==> src/rtl/fib_pkg.sv <==
// Shared widths and phase naming for the Fibonacci counter.
package fib_pkg;
    localparam int unsigned VAL_W = 32;
    localparam int unsigned IDX_W = 6;

    typedef enum logic {
        CALC = 1'b0,
        DONE = 1'b1
    } phase_e;
endpackage

==> src/rtl/fib_step.sv <==
// Combinational Fibonacci step: next term and carry out of the 32-bit add.
module fib_step
    import fib_pkg::*;
(
    input  logic [VAL_W-1:0] a,
    input  logic [VAL_W-1:0] b,
    output logic [VAL_W-1:0] next_b,
    output logic             carry
);
    assign {carry, next_b} = {1'b0, a} + {1'b0, b};
endmodule

==> src/rtl/fibonacci_counter.sv <==
// Iterative Fibonacci generator: one term per clock up to the index latched at reset.
module fibonacci_counter
    import fib_pkg::*;
(
    input  logic             clk,
    input  logic             rst,
    input  logic [IDX_W-1:0] n,
    output logic [VAL_W-1:0] out,
    output logic [IDX_W-1:0] counter,
    output logic             done,
    output logic             overflow
);
    logic [IDX_W-1:0] n_lat_q, n_lat_d;
    logic [IDX_W-1:0] cnt_q, cnt_d;
    logic [VAL_W-1:0] a_q, a_d;
    logic [VAL_W-1:0] b_q, b_d;
    logic             b_ovf_q, b_ovf_d;
    logic             ovf_q, ovf_d;
    logic             done_q, done_d;
    logic [VAL_W-1:0] sum;
    logic             carry;
    phase_e           phase;

    fib_step u_step (
        .a      (a_q),
        .b      (b_q),
        .next_b (sum),
        .carry  (carry)
    );

    // b_ovf tracks wrap of the look-ahead term; it reaches ovf when that term moves into a.
    always_comb begin
        phase   = (cnt_q == n_lat_q) ? DONE : CALC;
        n_lat_d = n_lat_q;
        cnt_d   = cnt_q;
        a_d     = a_q;
        b_d     = b_q;
        b_ovf_d = b_ovf_q;
        ovf_d   = ovf_q;
        done_d  = 1'b0;
        if (phase == CALC) begin
            a_d     = b_q;
            b_d     = sum;
            cnt_d   = cnt_q + IDX_W'(1);
            b_ovf_d = b_ovf_q | carry;
            ovf_d   = ovf_q | b_ovf_q;
        end else begin
            done_d  = 1'b1;
        end
    end

    always_ff @(posedge clk) begin
        if (rst) begin
            n_lat_q <= n;
            cnt_q   <= '0;
            a_q     <= '0;
            b_q     <= VAL_W'(1);
            b_ovf_q <= 1'b0;
            ovf_q   <= 1'b0;
            done_q  <= 1'b0;
        end else begin
            n_lat_q <= n_lat_d;
            cnt_q   <= cnt_d;
            a_q     <= a_d;
            b_q     <= b_d;
            b_ovf_q <= b_ovf_d;
            ovf_q   <= ovf_d;
            done_q  <= done_d;
        end
    end

    assign out      = a_q;
    assign counter  = cnt_q;
    assign done     = done_q;
    assign overflow = ovf_q;
endmodule

==> config.mk <==
export PLATFORM = sky130hd
export DESIGN_NAME = fibonacci_counter
export DESIGN_NICKNAME = d
export VERILOG_FILES = /design/src/rtl/fib_pkg.sv /design/src/rtl/fib_step.sv /design/src/rtl/fibonacci_counter.sv
export SDC_FILE = /design/constraint.sdc
export NUM_CORES = 1
export LEC_CHECK = 0
export CORE_MARGIN = 4
export CORE_UTILIZATION = 53
export CTS_CLUSTER_DIAMETER = 100
export DETAILED_ROUTE_END_ITERATION = 6
export HOLD_SLACK_MARGIN = 0.02
export PLACE_DENSITY = 0.78
export SETUP_SLACK_MARGIN = 0.15
export SLEW_MARGIN = 10
export SYNTH_ARGS = -nofsm -noshare
export SYNTH_HDL_FRONTEND = slang
export SYNTH_HIERARCHICAL = 1
export SYNTH_SLANG_ARGS = --single-unit
export TNS_END_PERCENT = 10
==> constraint.sdc <==
create_clock -name clk -period 2.6 [get_ports clk]
set_clock_uncertainty 0.2 [all_clocks]
set_input_delay 0.78 -clock clk [delete_from_list [all_inputs] [get_ports clk]]
set_output_delay 0.78 -clock clk [all_outputs]
set_load 0.005 [all_outputs]
==> results of run 1 <==
-- state kept, by name, indices dropped and copies added (netlist names) --
register / count
done: 1
counter: 6
out: 32
n_lat_d: 6
b_q: 32
overflow: 1
b_ovf_q: 1
-- layer usage --
| layer | vias to the layer above | share of wire | wire, µm |
|---|---|---|---|
| met3 | 23 | 0.042 | 508 |
| met1 | 2143 | 0.43 | 5270 |
| met2 | 135 | 0.51 | 6150 |
| met4 | 0 | 0.018 | 223 |
| met5 | - | 0 | 0 |
| li1 | 2216 | - | - |
-- critical path: stages (launching register included) --
cell      delay (ns)
dfxtp_2         0.34
ha_4            0.24
a21o_1          0.21
or2_4           0.27
or3_4           0.37
o32ai_4         0.35
o211ai_2        0.12
xor2_1          0.15
nand2_1         0.06
mux2i_1         0.06
-- worst min-delay path by stage --
stage,from,endpoint,slack (ns),cells after the start
final,overflow$_SDFFE_PP0P_,overflow$_SDFFE_PP0P_,0.27,1
after global routing,b_ovf_q$_SDFFE_PP0P_,overflow$_SDFFE_PP0P_,0.30,2
after CTS,overflow$_SDFFE_PP0P_,overflow$_SDFFE_PP0P_,0.27,1
after detailed placement,overflow$_SDFFE_PP0P_,overflow$_SDFFE_PP0P_,0.25,1
after global placement,b_ovf_q$_SDFFE_PP0P_,b_ovf_q$_SDFFE_PP0P_,0.24,2
after floorplan,b_ovf_q$_SDFFE_PP0P_,b_ovf_q$_SDFFE_PP0P_,0.23,2
-- report_power, final --
part / total [mW] / internal, mW / switching [mW] / leakage [nW]
Sequential: 1.33 / 1.28 / 0.0543 / 0.658
Clock: 0.883 / 0.402 / 0.481 / 0.0890
Combinational: 0.347 / 0.174 / 0.174 / 1.85
Total: 2.56 / 1.85 / 0.709 / 2.59
-- cells by family after synthesis --
logic type	Yosys count	synth area share
and+or+nand+nor	208	0.187
AOI/OAI and AO/OA	117	0.159
DFF	79	0.324
muxes	72	0.142
buffers and inverters	40	0.0451
adders and majority gates	34	0.0854
xor gates and xnor gates	33	0.0570
-- layout make-up --
| class | count | area share |
|---|---|---|
| clock buffer | 12 | 0.0245 |
| inverter | 10 | 0.00592 |
| timing repair buffer | 80 | 0.116 |
| clock inverter | 4 | 0.00454 |
| tap | 129 | 0.0255 |
| multi-input combinational | 464 | 0.560 |
| sequential | 79 | 0.264 |
-- stage by stage --
stage	hold WS [ns]	utilization	instance area (µm²)	setup TNS, ns
after floorplan	0.225	-	5080	0
after global placement	0.240	0.619	5740	0
after CTS	0.272	0.662	6150	0
after global routing	0.298	0.683	6340	-0.0579
after detailed placement	0.249	0.619	5740	-0.0292
final	0.265	0.683	6340	0
-- cell usage in the layout, fill, tap and decap left out, types with 6 or more instances in the layout --
| cell | instances |
|---|---|
| ha_1 | 17 |
| nand2_1 | 127 |
| dfxtp_1 | 54 |
| xor2_1 | 15 |
| inv_1 | 8 |
| buf_4 | 31 |
| a211oi_1 | 6 |
| o211ai_1 | 8 |
| clkdlybuf4s50_1 | 47 |
| a21oi_1 | 31 |
| dfxtp_2 | 17 |
| clkbuf_8 | 11 |
| mux2i_1 | 71 |
| edfxtp_1 | 6 |
| nor2_1 | 22 |
| a21o_1 | 14 |
| nand3_1 | 15 |
| a21oi_2 | 7 |
| ha_4 | 13 |
| xnor2_1 | 17 |
| o21ai_0 | 13 |
-- repair_timing --
action	in CTS	in global routing
gates cloned	0	0
buffers inserted	4	2
gates resized for setup	41	34
pin swaps	18	17
setup endpoints to repair	16	20
==> flow_summary.yaml, run 1 <==
synth:
  yosysMostFrequentCell: "nand2_1"
  ys_dominant_reg_cell: "dfxtp_1"
  yosys_register_bits: 79
  synth_area_mm2: 0.00507
  syn_avg_cell_area_um2: 8.70
  yosys-top-cells-count: "127 x nand2_1, 73 x dfxtp_1, 71 x mux2i_1"
  syn_nets: 625
  yosysUniqueCellTypes: 66
  synth-edff-count: 6
  synth_area_leaders: "dfxtp_1 29%, mux2i_1 14%, nand2_1 9.4%, ha_1 8.1%, a21oi_1 3.8%"
  synth_top_cell_area_share: 0.288
  synth_top_area_cell: "dfxtp_1"
  synth.yosys.seq_area_share: 0.324
  synthCells: 583
  async_reset_ff_frac: 0
  ys.warnings.count: 6
worst_setup_path:
  critPathLaunchType: "flip-flop"
  r2r_end: "b_q[29]$_SDFFE_PP0P_"
  regToRegSetupSlack_ns: 0.1
  crit_arrival_ns: 2.55
  startpoint: "b_q[19]$_SDFFE_PP0P_"
  critPathCaptureType: "flip-flop"
  path_class: "reg -> reg"
  critPathRequiredTime_ns: 2.65
  rr_worst_depth: 9
  endpoint: "b_q[29]$_SDFFE_PP0P_"
  reg2reg_from: "b_q[19]$_SDFFE_PP0P_"
  cp_max_fo: 3
sta:
  fin_crit_ns: 2.50
  max_slew_margin: 0.658
  setup_viol: 0
  rsz0062_at_grt: "true"
  hold_violations: 0
  min_period_over_period: 0.963
  slew_viol_final: 0
  final.setup.worst_slack_ns: 0.0957
  fmax_mhz: 399
  max_slew.worst_pin.slew_ns: 0.511
clock_network:
  worst_skew_pair.late_latency_ns: 0.36
  clock-sinks: 79
  clk_pin_slew_worst_paths_ns: 0.08
  cts_tree: "done"
  cts_made_buffers: 9
  htreeDepth: 3
  ctsHoldBuffers: 0
  clockRootBuffer: "clkbuf_8"
  cts.path.max_buffers: 2
die:
  coreArea_mm2: 0.00928
  rows: 35
  die_height_um: 106
  design.portCount: 48
  die_area_mm2: 0.0112
  start_util: 0.546
  die-width_um: 106
grt:
  use_met2: 0.390
  top_usage_layer: "met2"
  grt_util_all_layers: 0.218
  grt_antenna_before_repair: 0
  grt_pass1_vias: 4470
  use_met1: 0.262
  overflow: 0
  grt_use_met3: 0.0355
  grt_max_degree: 63
  grt_pass1_wl_um: 20500
pwr:
  power.total_mw: 2.56
  power_per_cell_area_mw_per_mm2: 404
  leakage_nw: 2.59
  ir_drop_mv: 0.212
place:
  pre_cts_slack_ns: -0.0157
  place_congestion: 0.942
  dp_cells: 756
  io_buffers: 47
  hpwl_um: 8590
final_layout:
  final_nets: 686
  seq_area_mm2: 0.00167
  multi_input_area_mm2: 0.00355
  num-fill-cells: 728
  final_cells: 778
  num_antenna_cells: 0
  drive_gt1_frac: 0.199
  syn2layout_area_growth_pct: 25.0
run_status:
  outcome: "complete, no violations"
drt:
  via_count: 4517
  first_iter_violations: 253
  drt-total-wl_um: 12200
  vias_per_cell: 5.81
  wire_per_inst_um: 15.6
  drc: 0
  drt_pass1_iterations: 5
  ant_nets: 0
job:
  maxCapViolCount: 0
min_path:
  hold_path_class: "reg -> reg"
No activity file was read; power rests on OpenSTA's default activity.
==> run 2: changes to the inputs <==
- CORE_ASPECT_RATIO: not set -> 0.5
- PLACE_DENSITY: 0.78 -> not set
- PLACE_DENSITY_LB_ADDON: not set -> 0.25
==> run 2 against run 1 <==
Non-clock buffer count shrank 1. Clock power up 40%. First-iteration DRC count is 39% higher. Sequential share of layout area shrank 0.53 points. Power up 14%. Count of clock-buffer cells in the layout down 3. Via count increased by 0.38%. Global-route usage fell by 0.52 points. Fmax shrank 1.2%. Critical endpoint is now b_q[18]$_SDFFE_PP0P_. Largest cell class unchanged.
==> flow_summary.yaml, run 2 (synthesis gave the netlist of run 1 again) <==
clock_network:
  worst_skew_pair.late_latency_ns: 0.34
  cts_made_buffers: 9
  cts_tree: "done"
  clockRootBuffer: "clkbuf_16"
  htreeDepth: 3
  clock-sinks: 79
  cts.path.max_buffers: 2
  clk_pin_slew_worst_paths_ns: 0.06
worst_setup_path:
  regToRegSetupSlack_ns: 0.07
  critical-path-top-delay-family: "compound AO/OA/AOI/OAI gates"
  critPathCaptureType: "flip-flop"
  slowest_delay_ns: 0.37
  critPathSlowestCell: "fa_2"
  path_buf_inv: 0
  cp_cell_sequence: "ha_4, fa_2, a211oi_2, o211ai_1, a21oi_2, nor2_2, a31oi_2, xnor2_1, nand2_1, mux2i_1"
  critPathRequiredTime_ns: 2.67
  r2r_end: "b_q[18]$_SDFFE_PP0P_"
  crit_arrival_ns: 2.60
  cp_max_fo: 4
  path_class: "reg -> reg"
  critPathLaunchType: "flip-flop"
  reg2reg_from: "b_q[0]$_SDFFE_PP1P_"
  rr_worst_depth: 10
final_layout:
  drive_gt1_frac: 0.190
  syn2layout_area_growth_pct: 26.6
  layout_commonest_cell: "nand2_1"
  final_cells: 765
  final_nets: 685
  final_cell_mix: "127 x nand2_1, 71 x mux2i_1, 60 x dfxtp_1, 47 x clkdlybuf4s50_1, 29 x buf_4"
  num_antenna_cells: 0
  num-fill-cells: 693
  fin_util: 0.713
sta:
  slew_viol_final: 0
  min_period_over_period: 0.975
  fmax_mhz: 395
  final.setup.worst_slack_ns: 0.0654
  fin_crit_ns: 2.53
  rsz0062_at_grt: "true"
  max_slew.worst_pin.slew_ns: 0.447
  setup_viol: 0
  hold_violations: 0
  max_slew_margin: 0.700
grt:
  grt_antenna_before_repair: 0
  overflow: 0
  top_usage_layer: "met2"
  use_met1: 0.294
  grt_use_met3: 0.0495
  grt_pass1_vias: 4164
  grt_pass1_wl_um: 20100
  grt_util_all_layers: 0.213
  grt_max_degree: 68
  use_met2: 0.339
drt:
  drt_pass1_iterations: 7
  drt-total-wl_um: 12300
  via_count: 4534
  drc: 0
  wire_per_inst_um: 16.1
  vias_per_cell: 5.93
  ant_nets: 0
  first_iter_violations: 352
die:
  rows: 24
  design.portCount: 48
  die_area_mm2: 0.0113
  start_util: 0.563
  die_height_um: 77.2
  die-width_um: 146
  coreArea_mm2: 0.00901
pwr:
  power_per_cell_area_mw_per_mm2: 454
  leakage_nw: 2.69
  p_sw_mw: 0.723
  ir_drop_mv: 0.346
  combPwrFrac: 0.118
  cell_internal_pwr_mw: 2.19
  seq_power_share: 0.458
  netSwitchingFraction: 0.248
  clockPowerShare: 0.424
min_path:
  hold_path_end: "overflow$_SDFFE_PP0P_"
  hold_path_class: "reg -> reg"
  min_from: "b_ovf_q$_SDFFE_PP0P_"
  min_delay_path_depth: 2
place:
  dp_cells: 746
  pre_cts_slack_ns: 0.00150
  hpwl_um: 8170
  place_congestion: 0.908
  io_buffers: 47
job:
  maxCapViolCount: 0
run_status:
  outcome: "complete, no violations"
run 2: cell count changes in the layout (fill, tap and decap cells not counted), sizes merged:
cell and delta:
clkbuf -3, buf -1, bufinv +1, inv -1, clkinv +3
run 2: layout make-up:
type                            count  area (µm²)  share of cell area
Clock buffer                        9         225              0.0351
Clock inverter                      7        63.8             0.00994
Inverter                           10        37.5             0.00585
Multi-Input combinational cell    464        3550               0.553
Sequential cell                    79        1660               0.258
Tap cell                          117         146              0.0228
Timing Repair Buffer               79         739               0.115
run 2: layer usage:
metal / part of all wire / wire length, µm / up-vias
met4: 0.010 / 124 / 0
met1: 0.48 / 5900 / 2145
li1: - / - / 2215
met2: 0.45 / 5570 / 156
met5: 0 / 0 / -
met3: 0.059 / 726 / 18
run 2: worst min-delay path, delay by kind of cell (launching register included):
family,cells,cell delay (ns)
flip-flops,1,0.29
AO/OA/AOI/OAI,1,0.06
AND/OR/NAND/NOR,1,0.06
run 2: per-stage QoR:
step           cell area [µm²]  setup TNS, ns  total power [mW]  hold slack [ns]
6_report                  6420              0              2.91            0.258
5_1_grt                   6420         -0.446              3.04            0.283
4_1_cts                   6270              0              2.92            0.255
3_5_place_dp              5760              0              1.68            0.250
3_3_place_gp              5760              0              1.66            0.240
2_1_floorplan             5080              0              1.56            0.225
run 2: how the worst max path moves through the flow:
stage / startpoint / endpoint / slack [ns] / cells past startpoint
detailed placement: out[6]$_SDFFE_PP0P_ / b_q[27]$_SDFFE_PP0P_ / 0.001 / 10
finish: b_q[0]$_SDFFE_PP1P_ / b_q[18]$_SDFFE_PP0P_ / 0.07 / 10
global route: out[11]$_SDFFE_PP0P_ / b_q[18]$_SDFFE_PP0P_ / -0.08 / 9
floorplan: out[18]$_SDFFE_PP0P_ / b_q[29]$_SDFFE_PP0P_ / 0.10 / 10
global placement: out[6]$_SDFFE_PP0P_ / b_q[22]$_SDFFE_PP0P_ / 0.06 / 9
CTS: b_q[24]$_SDFFE_PP0P_ / b_q[31]$_SDFFE_PP0P_ / 0.12 / 9
run 2: timing repair:
action                                  in CTS  in global routing
endpoints found under the setup margin      16                 18
pin swaps                                   24                  9
hold buffers                                 0                  0
setup buffers                                2                  1
gates resized for setup                     44                 28
run 2: power by group through the flow:
| stage | combinational, mW | clock, mW | sequential (mW) |
|---|---|---|---|
| detailed placement | 0.325 | 0 | 1.35 |
| global placement | 0.317 | 0 | 1.35 |
| floorplan | 0.220 | 0 | 1.34 |
| finish | 0.345 | 1.24 | 1.33 |
| global route | 0.378 | 1.32 | 1.34 |
| CTS | 0.334 | 1.26 | 1.33 |
==> edit: new RTL, flow settings as in run 2 <==
Register the output `counter` once more, without a reset; this adds one clock of latency there. The other outputs are not delayed to match.
--- a/src/rtl/fibonacci_counter.sv
+++ b/src/rtl/fibonacci_counter.sv
@@ -70,7 +70,9 @@
     end
 
     assign out      = a_q;
-    assign counter  = cnt_q;
+    always_ff @(posedge clk) begin
+        counter <= cnt_q;
+    end
     assign done     = done_q;
     assign overflow = ovf_q;
 endmodule
Function: changed (Yosys sat finds a counterexample within 4 cycles, from zero or initial values and one cycle with rst high).
==> edit against run 2 <==
  * Sequential cell count rose by 6
  * Area after synthesis rose by 3.0%
  * Worst setup slack got worse by 0.040 ns
  * Final cell count rose by 3.8%
  * Maximum frequency fell by 1.5%
  * Combinational power rose by 18%
  * Utilization fell by 2.1 points
  * Die area rose by 2.7%
  * Routed wire length fell by 0.65%
  * Total power rose by 8.1%
  * Count of clock-buffer cells in the layout did not move
  * Design area rose by 2.5%
  * Critical path type unchanged
  * Largest cell class unchanged
  * Largest power group unchanged
==> edit: results (changes against run 2) <==
[status]
outcome=finished clean

[placement]
placed_cell_area_um2=5880  ; +2.2%
dp_slack_ns=-0.0419  ; -0.0434 ns
globalplace.congestion=0.885  ; -2.6%

[setup_path]
setup.reg_to_reg.worst_slack_ns=0.03  ; -0.04 ns
capturing_instance_or_port_of_the_critical_path=b_q[28]
crit_path_max_fanout=3  ; -1
delay_contributed_by_the_slowest_stage_of_the_critical_path_ns=0.39  ; +0.02 ns

[grt]
global_route.usage.total_pct=21.6  ; +0.25 points
grt_start_max_net_pins=100  ; +47%
number_of_global_route_vias_before_repair=4416  ; +6.1%
grt_pass1_wl_um=20800  ; +3.5%

[pwr]
cell_internal_pwr_mw=2.28  ; +4.0%
power.ir.vdd_worst_uv=300  ; -13%
power.leakage_nw=2.75  ; +2.1%

[synth]
synth.yosys.seq_area_share_pct=33.7  ; +1.4 points
postSynthNetCount=631  ; +0.96%
synthCells=589  ; +1.0%

[worst_hold_path]
min_from=cnt_q[2]

[route]
met2_length_um=5520  ; -0.75%
met1Wirelength_um=5980  ; +1.3%
detail_route.iter0.violations=310  ; -12%
vias_per_cell=5.73  ; -3.3%
met3RoutedLength_um=614  ; -15%
firstDrtPassIters=5  ; -2
vias=4550  ; +0.35%

[cells_and_area]
final_net_count=696  ; +1.6%
drive_gt1_share_pct=17.8  ; -1.2 points

[timing]
post-route-period-util_pct=99.0  ; +1.5 points

## edit: changes by cell type after synthesis, sizes merged
cell | before | now
dfxtp | 73 | 79
## edit: logic make-up after synthesis
group / Yosys count / synth area share, %
mux: 72 / 13.8
fa+ha+maj: 34 / 8.29
compound gates: 117 / 15.5
simple gates: 208 / 18.3
flops: 85 / 33.7
buf+inv: 40 / 4.82
xor+xnor: 33 / 5.54
## edit: area by class of cell
type,instances,area (um2),share of cell area [%]
Multi-Input combinational cell,464,3520,53.5
Tap cell,135,169,2.57
Timing Repair Buffer,84,773,11.7
Inverter,10,37.5,0.570
Clock buffer,9,225,3.42
Clock inverter,7,77.6,1.18
Sequential cell,85,1780,27.0
## edit: repair_timing
| item | in CTS | in global routing |
|---|---|---|
| setup buffers | 6 | 4 |
| setup endpoints to repair | 16 | 18 |
| pin swaps | 30 | 14 |
| gates resized for setup | 44 | 12 |
## edit: worst min-delay path by stage
stage                             to  slack [ns]  cells after the start
after detailed placement  counter[2]        0.18                      0
after global placement    counter[2]        0.18                      0
after floorplan           counter[2]        0.17                      0
after CTS                 counter[2]        0.19                      0
after global routing      counter[2]        0.21                      0
final                     counter[2]        0.19                      0
## edit: power groups by stage
stage | registers (mW) | logic (mW) | clock network (mW)
2_1_floorplan | 1.44 | 0.224 | 0
3_3_place_gp | 1.45 | 0.316 | 0
3_5_place_dp | 1.45 | 0.322 | 0
4_1_cts | 1.44 | 0.370 | 1.33
5_1_grt | 1.45 | 0.447 | 1.40
6_report | 1.44 | 0.406 | 1.30
## edit: routing by layer
layer	vias up	track usage, %
li1	2246	-
met1	2144	29.0
met2	140	35.4
met3	20	5.25
met4	0	4.79
met5	-	0
